**src/rtl/if_fetch_if.sv**
```systemverilog
// Byte-wide instruction memory port between the fetch stage (master) and the memory arbiter (slave).
interface if_fetch_if;
    logic        mem_req_o;
    logic [31:0] mem_addr_o;
    logic        mem_ack_i;
    logic [7:0]  mem_data_i;

    modport master (output mem_req_o, output mem_addr_o, input mem_ack_i, input mem_data_i);
    modport slave  (input mem_req_o, input mem_addr_o, output mem_ack_i, output mem_data_i);
endinterface

```
**src/rtl/if_fetch.sv**
```systemverilog
// Instruction-fetch stage: assembles 32-bit little-endian words from a byte-wide memory port.
// Optional direct-mapped I-cache is built when IF_ICACHE_EN is defined.
module if_fetch #(
    parameter logic [31:0] RESET_PC     = 32'h0000_0000,
    parameter int unsigned ICACHE_LINES = 64
) (
    input  logic        clk,
    input  logic        rst,
    input  logic        stall_i,
    input  logic        branch_enable_i,
    input  logic [31:0] branch_addr_i,
    if_fetch_if.master  mem,
    output logic [31:0] pc_o,
    output logic [31:0] inst_o,
    output logic        inst_valid_o,
    output logic        stallreq_o
);
    typedef enum logic [1:0] {
        IDLE  = 2'd0,
        FETCH = 2'd1,
        READY = 2'd2
    } state_e;

    state_e      state_q, state_d;
    logic [31:0] pc_q, pc_d;
    logic [31:0] fetch_pc_q, fetch_pc_d;
    logic [31:0] inst_buf_q, inst_buf_d;
    logic [1:0]  byte_cnt_q, byte_cnt_d;
    logic [31:0] pc_out_q, pc_out_d;
    logic [31:0] inst_out_q, inst_out_d;
    logic        valid_q, valid_d;
    logic        req_q, req_d;
    logic [31:0] addr_q, addr_d;

    logic        redirect_s;
    logic        last_ack_s;
    logic [31:0] word_s;
    logic        hit_s;
    logic [31:0] hit_word_s;

    if ((ICACHE_LINES < 32'd2) || ((ICACHE_LINES & (ICACHE_LINES - 32'd1)) != 32'd0)) begin : g_bad_lines
        $error("ICACHE_LINES must be a power of 2");
    end

    assign redirect_s = !stall_i && branch_enable_i;
    assign last_ack_s = (state_q == FETCH) && mem.mem_ack_i && (byte_cnt_q == 2'd3);
    assign word_s     = {mem.mem_data_i, inst_buf_q[23:0]};

`ifdef IF_ICACHE_EN
    localparam int unsigned IDX_W = $clog2(ICACHE_LINES);
    localparam int unsigned TAG_W = 30 - IDX_W;

    logic [31:0]             cache_data_q [ICACHE_LINES];
    logic [TAG_W-1:0]        cache_tag_q  [ICACHE_LINES];
    logic [ICACHE_LINES-1:0] cache_valid_q;
    logic [IDX_W-1:0]        rd_idx_s, wr_idx_s;
    logic                    fill_s;

    assign rd_idx_s   = pc_q[2 +: IDX_W];
    assign wr_idx_s   = fetch_pc_q[2 +: IDX_W];
    // Only word-aligned PCs use the cache; the tag does not cover pc[1:0].
    assign hit_s      = cache_valid_q[rd_idx_s] && (pc_q[1:0] == 2'b00)
                        && (cache_tag_q[rd_idx_s] == pc_q[31 -: TAG_W]);
    assign hit_word_s = cache_data_q[rd_idx_s];
    assign fill_s     = last_ack_s && !redirect_s && (fetch_pc_q[1:0] == 2'b00);

    // Cache valid bits, cleared by reset
    always_ff @(posedge clk) begin
        if (rst) begin
            cache_valid_q <= '0;
        end else if (fill_s) begin
            cache_valid_q[wr_idx_s] <= 1'b1;
        end
    end

    // Cache data and tag storage, written on a completed miss
    always_ff @(posedge clk) begin
        if (fill_s) begin
            cache_data_q[wr_idx_s] <= word_s;
            cache_tag_q[wr_idx_s]  <= fetch_pc_q[31 -: TAG_W];
        end
    end
`else
    assign hit_s      = 1'b0;
    assign hit_word_s = 32'h0000_0000;
`endif

    // Next-state and output computation; a sampled redirect overrides the state machine
    always_comb begin
        state_d    = state_q;
        pc_d       = pc_q;
        fetch_pc_d = fetch_pc_q;
        inst_buf_d = inst_buf_q;
        byte_cnt_d = byte_cnt_q;
        pc_out_d   = pc_out_q;
        inst_out_d = inst_out_q;
        valid_d    = valid_q;
        case (state_q)
            IDLE: begin
                if (!stall_i) begin
                    if (hit_s) begin
                        pc_out_d   = pc_q;
                        inst_out_d = hit_word_s;
                        valid_d    = 1'b1;
                        pc_d       = pc_q + 32'd4;
                        state_d    = READY;
                    end else begin
                        fetch_pc_d = pc_q;
                        byte_cnt_d = 2'd0;
                        state_d    = FETCH;
                    end
                end else begin
                    state_d = IDLE;
                end
            end
            FETCH: begin
                if (mem.mem_ack_i) begin
                    inst_buf_d[{byte_cnt_q, 3'b000} +: 8] = mem.mem_data_i;
                    byte_cnt_d = byte_cnt_q + 2'd1;
                    if (byte_cnt_q == 2'd3) begin
                        pc_out_d   = fetch_pc_q;
                        inst_out_d = word_s;
                        valid_d    = 1'b1;
                        pc_d       = fetch_pc_q + 32'd4;
                        state_d    = READY;
                    end else begin
                        state_d = FETCH;
                    end
                end else begin
                    state_d = FETCH;
                end
            end
            READY: begin
                if (!stall_i) begin
                    valid_d = 1'b0;
                    state_d = IDLE;
                end else begin
                    state_d = READY;
                end
            end
            default: begin
                state_d = IDLE;
            end
        endcase
        if (redirect_s) begin
            pc_d       = branch_addr_i;
            pc_out_d   = pc_out_q;
            inst_out_d = inst_out_q;
            valid_d    = 1'b0;
            byte_cnt_d = 2'd0;
            state_d    = IDLE;
        end else begin
            pc_d = pc_d;
        end
        req_d  = (state_d == FETCH);
        addr_d = fetch_pc_d + {30'd0, byte_cnt_d};
    end

    // State and registered outputs
    always_ff @(posedge clk) begin
        if (rst) begin
            state_q    <= IDLE;
            pc_q       <= RESET_PC;
            fetch_pc_q <= 32'h0000_0000;
            inst_buf_q <= 32'h0000_0000;
            byte_cnt_q <= 2'd0;
            pc_out_q   <= 32'h0000_0000;
            inst_out_q <= 32'h0000_0000;
            valid_q    <= 1'b0;
            req_q      <= 1'b0;
            addr_q     <= 32'h0000_0000;
        end else begin
            state_q    <= state_d;
            pc_q       <= pc_d;
            fetch_pc_q <= fetch_pc_d;
            inst_buf_q <= inst_buf_d;
            byte_cnt_q <= byte_cnt_d;
            pc_out_q   <= pc_out_d;
            inst_out_q <= inst_out_d;
            valid_q    <= valid_d;
            req_q      <= req_d;
            addr_q     <= addr_d;
        end
    end

    assign mem.mem_req_o  = req_q;
    assign mem.mem_addr_o = addr_q;
    assign pc_o           = pc_out_q;
    assign inst_o         = inst_out_q;
    assign inst_valid_o   = valid_q;
    assign stallreq_o     = req_q;
endmodule

```
**src/flat_wrapper.sv**
```systemverilog
// flat-port wrapper written by rule: the top's interface ports become plain ports
module if_fetch_flat 
#(
    parameter logic [31:0] RESET_PC     = 32'h0000_0000,
    parameter int unsigned ICACHE_LINES = 64
)
  (clk, rst, stall_i, branch_enable_i, branch_addr_i, pc_o, inst_o, inst_valid_o, stallreq_o, mem_mem_req_o, mem_mem_addr_o, mem_mem_ack_i, mem_mem_data_i);
  if_fetch_if mem_i ();
  input  logic clk;
  input  logic rst;
  input  logic stall_i;
  input  logic branch_enable_i;
  input  logic [31:0] branch_addr_i;
  output logic [31:0] pc_o;
  output logic [31:0] inst_o;
  output logic inst_valid_o;
  output logic stallreq_o;
  output wire logic [$bits(mem_i.mem_req_o)-1:0] mem_mem_req_o;
  output wire logic [$bits(mem_i.mem_addr_o)-1:0] mem_mem_addr_o;
  input wire logic [$bits(mem_i.mem_ack_i)-1:0] mem_mem_ack_i;
  input wire logic [$bits(mem_i.mem_data_i)-1:0] mem_mem_data_i;
  assign mem_mem_req_o = mem_i.mem_req_o;
  assign mem_mem_addr_o = mem_i.mem_addr_o;
  assign mem_i.mem_ack_i = mem_mem_ack_i;
  assign mem_i.mem_data_i = mem_mem_data_i;
  if_fetch #(.RESET_PC(RESET_PC), .ICACHE_LINES(ICACHE_LINES)) u_core (.clk(clk), .rst(rst), .stall_i(stall_i), .branch_enable_i(branch_enable_i), .branch_addr_i(branch_addr_i), .mem(mem_i), .pc_o(pc_o), .inst_o(inst_o), .inst_valid_o(inst_valid_o), .stallreq_o(stallreq_o));
endmodule
```
**config.mk**
```make
export PLATFORM = sky130hd
export DESIGN_NAME = if_fetch_flat
export DESIGN_NICKNAME = d
export VERILOG_FILES = /design/src/rtl/if_fetch_if.sv /design/src/rtl/if_fetch.sv /design/src/flat_wrapper.sv
export SDC_FILE = /design/constraint.sdc
export NUM_CORES = 1
export LEC_CHECK = 0
export BUFFER_PORTS_ARGS = -buffer_cell sky130_fd_sc_hd__buf_2
export CAP_MARGIN = 20
export CORE_MARGIN = 1
export CORE_UTILIZATION = 35
export DETAILED_ROUTE_END_ITERATION = 8
export GPL_TIMING_DRIVEN = 1
export PLACE_DENSITY = 0.52
export SYNTH_ARGS = -nofsm -noshare
export SYNTH_HDL_FRONTEND = slang
export SYNTH_SLANG_ARGS = --single-unit
```
**constraint.sdc**
```tcl
create_clock -name clk -period 5.15 [get_ports clk]
set_clock_uncertainty 0.15 [all_clocks]
set_input_delay 1.03 -clock clk [delete_from_list [all_inputs] [get_ports clk]]
set_output_delay 1.03 -clock clk [all_outputs]
set_load 0.02 [all_outputs]
```
# After elaboration in Yosys (flattened, before gate mapping)
# Index checks and enable logic that the tools add are counted.
op_classes:
  add_sub_neg: 4
  n_eq_ne: 7
  shifts: 2
  muxes: 21
  bitwise_logic: 1
  n_reduce_logical: 12
ops:
  columns: ["operator", "n"]
  rows:
  - ["2-to-1 mux 32 bit", 6]
  - ["adder 32 x 2 -> 32 bit", 1]
  - ["adder 32 x 3 -> 32 bit (second input constant)", 1]
  - ["bitwise mux 32 bit", 1]
  - ["variable shift 8 x 7 -> 32 bit (first input constant)", 1]
  - ["indexed part select 8 x 7 -> 32 bit", 1]
  - ["2-to-1 mux 2 bit", 7]
  - ["AND reduction 4 bit", 2]
  - ["nonzero test 2 bit", 4]
  - ["negation 5 -> 7 bit", 1]
  - ["inequality test 2 bit (second input constant)", 3]
  - ["one-hot mux 2 bit (3 select lines)", 1]
  - ["equality test 2 x 1 -> 1 bit (second input constant)", 2]
  - ["equality test 2 bit (second input constant)", 2]
  - ["2-to-1 mux 1 bit", 4]
  - ["one-hot mux 2 bit (2 select lines)", 1]
  - ["AND reduction 3 bit", 1]
  - ["adder 2 x 1 -> 2 bit (second input constant)", 1]
  - ["zero test 2 bit", 1]
  - ["one-hot mux 1 bit (2 select lines)", 1]
  - ["AND reduction 2 bit", 1]
  - ["OR reduction 2 bit", 1]
  - ["logical AND 1 bit", 1]
  - ["zero test 1 bit", 1]
  - ["NOT 1 bit", 1]
word_totals:
  reg_bits: 198
  in_bits: 45
  output_inout_bits: 99
  word_cells: 57

# Logic depth before layout (Yosys ltp)
depth:
  ltp_word: 6
  ltp_mapped: 16
  depth_no_buf: 11

# Worst setup path after synthesis
# No wires, ideal clock.
synth_path:
  kind: "input port to flip-flop"
  startpoint: "input stall_i"
  endpoint: "register u_core.addr_q[31], in the netlist u_core.mem.mem_addr_o[31]"
  setup_ns: 0.121
  t_arrival_ns: 4.211
  t_required_ns: 4.879
  path_slack_ns: 0.668
  cell_stages: 12
  path_buffers: 2
  cell_sequence: "nor3_2 clkbuf_1 buf_2 nor3_1 o21ai_0 inv_1 ha_1 a21oi_1 nor4_1 o22ai_1 and4bb_2 mux2_2"
synth_between:
  elab_chain_cells: 4
  word_cells_on_any_way: 8
  classes_between: "add/sub (1); mux (5); reduce/logical (2)"
synth_rtl:
  columns: ["element", "line_no", "source"]
  rows:
  - ["start: declaration", "flat_wrapper.sv:11", "input logic stall_i;"]
  - ["2-to-1 mux 2 bit / zero test 1 bit (equally long branches)", null, null]
  - ["one-hot mux 2 bit (2 select lines) / logical AND 1 bit (equally long branches)", "if_fetch.sv:98, if_fetch.sv:45", null]
  - ["2-to-1 mux 2 bit (*)", "if_fetch.sv:145", "if (redirect_s) begin"]
  - ["via u_core.byte_cnt_d[1]", "if_fetch.sv:28", "logic [1:0] byte_cnt_q, byte_cnt_d;"]
  - ["adder 32 x 2 -> 32 bit (*)", "if_fetch.sv:156", "addr_d = fetch_pc_d + {30'd0, byte_cnt_d};"]
  - ["end signal: assignment", "if_fetch.sv:182", "addr_q <= addr_d;"]
  - ["end: declaration", "if_fetch.sv:33", "logic [31:0] addr_q, addr_d;"]
# Mark *: on every way through the listed nets, which the timed path passes. The rest lies on a longest branch.
# A chain may end at the register's enable or synchronous reset.

# Worst setup path in the final report
layout_path:
  startpoint: "input stall_i"
  endpoint: "register u_core.addr_q[18], in the netlist u_core.mem.mem_addr_o[18]"
layout_between:
  word_cells_on_any_way: 8
  classes_between: "add/sub (1); mux (5); reduce/logical (2)"
layout_lines:
  columns: ["element", "line_no", "source"]
  rows:
  - ["2-to-1 mux 32 bit", "if_fetch.sv:100", "if (!stall_i) begin"]
  - ["2-to-1 mux 32 bit", "if_fetch.sv:98", "case (state_q)"]
  - ["via u_core.fetch_pc_d[0]", "if_fetch.sv:26", "logic [31:0] fetch_pc_q, fetch_pc_d;"]
  - ["adder 32 x 2 -> 32 bit", "if_fetch.sv:156", null]
# The timed path passes the listed nets, and every way through them passes these cells.

==> reports/metrics.cfg <==
[clock_network]
cts.sinks = 190
cts_hold_buf = 0
clkLatencyLatePin_ns = 0.44
ctsLongestPathBuffers = 2
numCtsBuffers = 17
htreeDepth = 4
clk_pin_slew_ns = 0.08
cts.repair.resized = 0
cts-root-buf = clkbuf_16
tritoncts = done
cts_setup_buffers = 0

[setup_path]
required_ns = 5.32
cp.arrival_ns = 4.10
startpoint_type = primary input
path_max_fanout = 28
crit_type = in2reg
end_kind = flip-flop

[finish]
final_cells = 1459
syn2layout_area_growth_pct = 18.9
final_util_pct = 42.9
fillers = 2391
antenna_cells = 0
final_layout_size_suffix_gt1_share_pct = 18.1
layout.nets = 1187

[sta]
hold_slack_ns = 0.301
fmax_ghz = 0.255
setup_viol = 0
period_minus_slack_ns = 3.92
timing.final.max_slew_violations = 0
rsz0062_at_grt = false
tns_ns = 0
final-hold-violation-count = 0
post-route-period-util_pct = 76.2
tightest_slew_ns = 1.16
slew_headroom_pct = 21.8

[yosys]
synth_top_family_by_area = simple AND/OR/NAND/NOR gates
synth-adder-area-share_pct = 1.45
ys_seq_area_share_pct = 45.9
synth_cell_types = 59
synth_xor_area_share_pct = 2.75
synthFlopType = dfxtp_1
synth_area_leaders = dfxtp_1 (46%), nand2_1 (9.9%), a21oi_1 (7.6%)
yosys.area.top_type = dfxtp_1
netlist_top_cells_count = nand2_1 (218), dfxtp_1 (190), a21oi_1 (126)
syn_nets = 1085
ys_seq_elements = 190
synthArstFlopShare_pct = 0
synthMuxAreaShare_pct = 4.40
synth_compound_area_share_pct = 15.3
synth_top_area_share_pct = 45.9
synth_most_common_cell = nand2_1
postSynthAreaPerCell_um2 = 8.03
synth_cells = 1031
yosysWarnings = 0
synth_edf_count = 0
synth-simple-area-share_pct = 26.0
syn_area_mm2 = 0.00828

[placed_design]
dp_hpwl_um = 16900
dpl.cell_count = 1427
place_congestion = 0.802
buffer_ports.inserted = 143

[floorplanning]
die-area_mm2 = 0.0243
die_w_um = 156
die_h_um = 156
coreArea_mm2 = 0.0229
initial_core_util_pct = 36.1
num_rows = 55
io-pin-count = 144

[routing]
drc_errors = 0
drtIter0Drc = 543
final_antenna_net_count = 0
detail_route.wl_per_cell_um = 17.1
vias_per_cell = 5.19
dr.pass1.iters = 5
via_count = 7576
wirelength_um = 24900

[flow_run]
maxCapViolations = 0

[global_route]
antenna_found_initial = 0
grt_pass1_wl_um = 39800
grt_pass1_vias = 7166
grt_max_degree = 73
globalRoute.totalOverflow = 0
grt_use_total_pct = 21.0

[pwr]
ir_drop_v = 0.000157
p_total_mw = 3.06
p_leak_nw = 3.76
powerDensity_mw_per_mm2 = 311

[outcome]
status = completed

[hold_path]
hp-class = reg2reg

[layout make-up]
| type | count | area (µm²) | area share, % |
|---|---|---|---|
| multi-input combinational | 754 | 4150 | 42.2 |
| sequential | 190 | 3800 | 38.6 |
| timing repair buffer | 157 | 823 | 8.37 |
| clock buffer | 17 | 425 | 4.32 |
| tap | 313 | 392 | 3.98 |
| clock inverter | 15 | 195 | 1.98 |
| inverter | 13 | 48.8 | 0.496 |
[worst paths after layout]
check	slack [ns]	depth (start not counted)	start	end
worst max-delay path	1.23	11	stall_i	u_core.mem.mem_addr_o[18]
worst min-delay path	0.30	2	u_core.pc_o[22]	u_core.pc_o[22]
worst max register to register	1.42	12	u_core.byte_cnt_q[0]	u_core.mem.mem_addr_o[31]
worst min register to register	0.30	2	u_core.pc_o[22]	u_core.pc_o[22]
[power breakdown]
part           switching (mW)  leakage [nW]  internal [mW]
Combinational           0.115          1.93         0.0639
Sequential             0.0300          1.54           1.49
Clock                   0.691         0.295          0.664
Total                   0.836          3.76           2.22
[worst max-delay path, stage by stage]
cell     delay [ns]
buf_2          0.15
nor3_4         0.25
buf_4          0.36
nand2_1        0.12
nand2_1        0.08
ha_1           0.19
inv_1          0.06
fa_1           0.51
a21o_1         0.42
or4_1          0.59
mux2_1         0.33
[per-stage QoR]
step,setup WS (ns),instance area (µm²)
after global routing,1.00,9840
after floorplan,0.668,8280
after detailed placement,0.807,9220
final,1.23,9840
after CTS,1.24,9840
after global placement,0.838,9220
[flip-flops by register name (all words and copies together), names as in the netlist]
register	cells
u_core.mem.mem_req_o	1
u_core.mem.mem_addr_o	32
u_core.inst_valid_o	1
u_core.pc_o	32
u_core.pc_q	32
u_core.inst_o	32
u_core.fetch_pc_q	32
u_core.inst_buf_q	24
u_core.state_q	2
u_core.byte_cnt_q	2
[layout by cell type, fill, tap and decap left out, types with 5 or more instances in the layout]
master     Yosys  routed
dfxtp_1      190     190
clkbuf_16      0      17
nor2_1        85      84
clkinv_8       0       7
nor2b_1        6       5
o31a_1        10      10
nor3_1        25      25
and3_1        12      12
a311oi_1       7       7
o21ai_0       21      21
mux2i_1       24      24
and2_1        11      11
a21oi_1      126     126
buf_2          7     142
ha_1           8       8
mux2_2         9       9
xnor2_1       15      15
nand4_1       12      12
inv_1         13      13
nand2_1      218     217
xor2_1        11      11
a31oi_1       12      12
buf_4          1      15
nand3_1       47      47
or3_1         10      10
nor4_1        18      18
and4_1         5       5
[logic make-up after synthesis]
family                     after synthesis
muxes                                   35
DFF                                    190
adders and majority gates                9
buffers and inverters                   87
and+or+nand+nor                        470
xor gates and xnor gates                26
AOI/OAI and AO/OA                      214
[routing by layer]
metal / wire (µm) / track usage, %
met1: 12500 / 30.0
met2: 11000 / 32.4
met3: 988 / 3.53
met4: 362 / 5.84
met5: 0 / 0
Power figures use the tool's default switching activity.
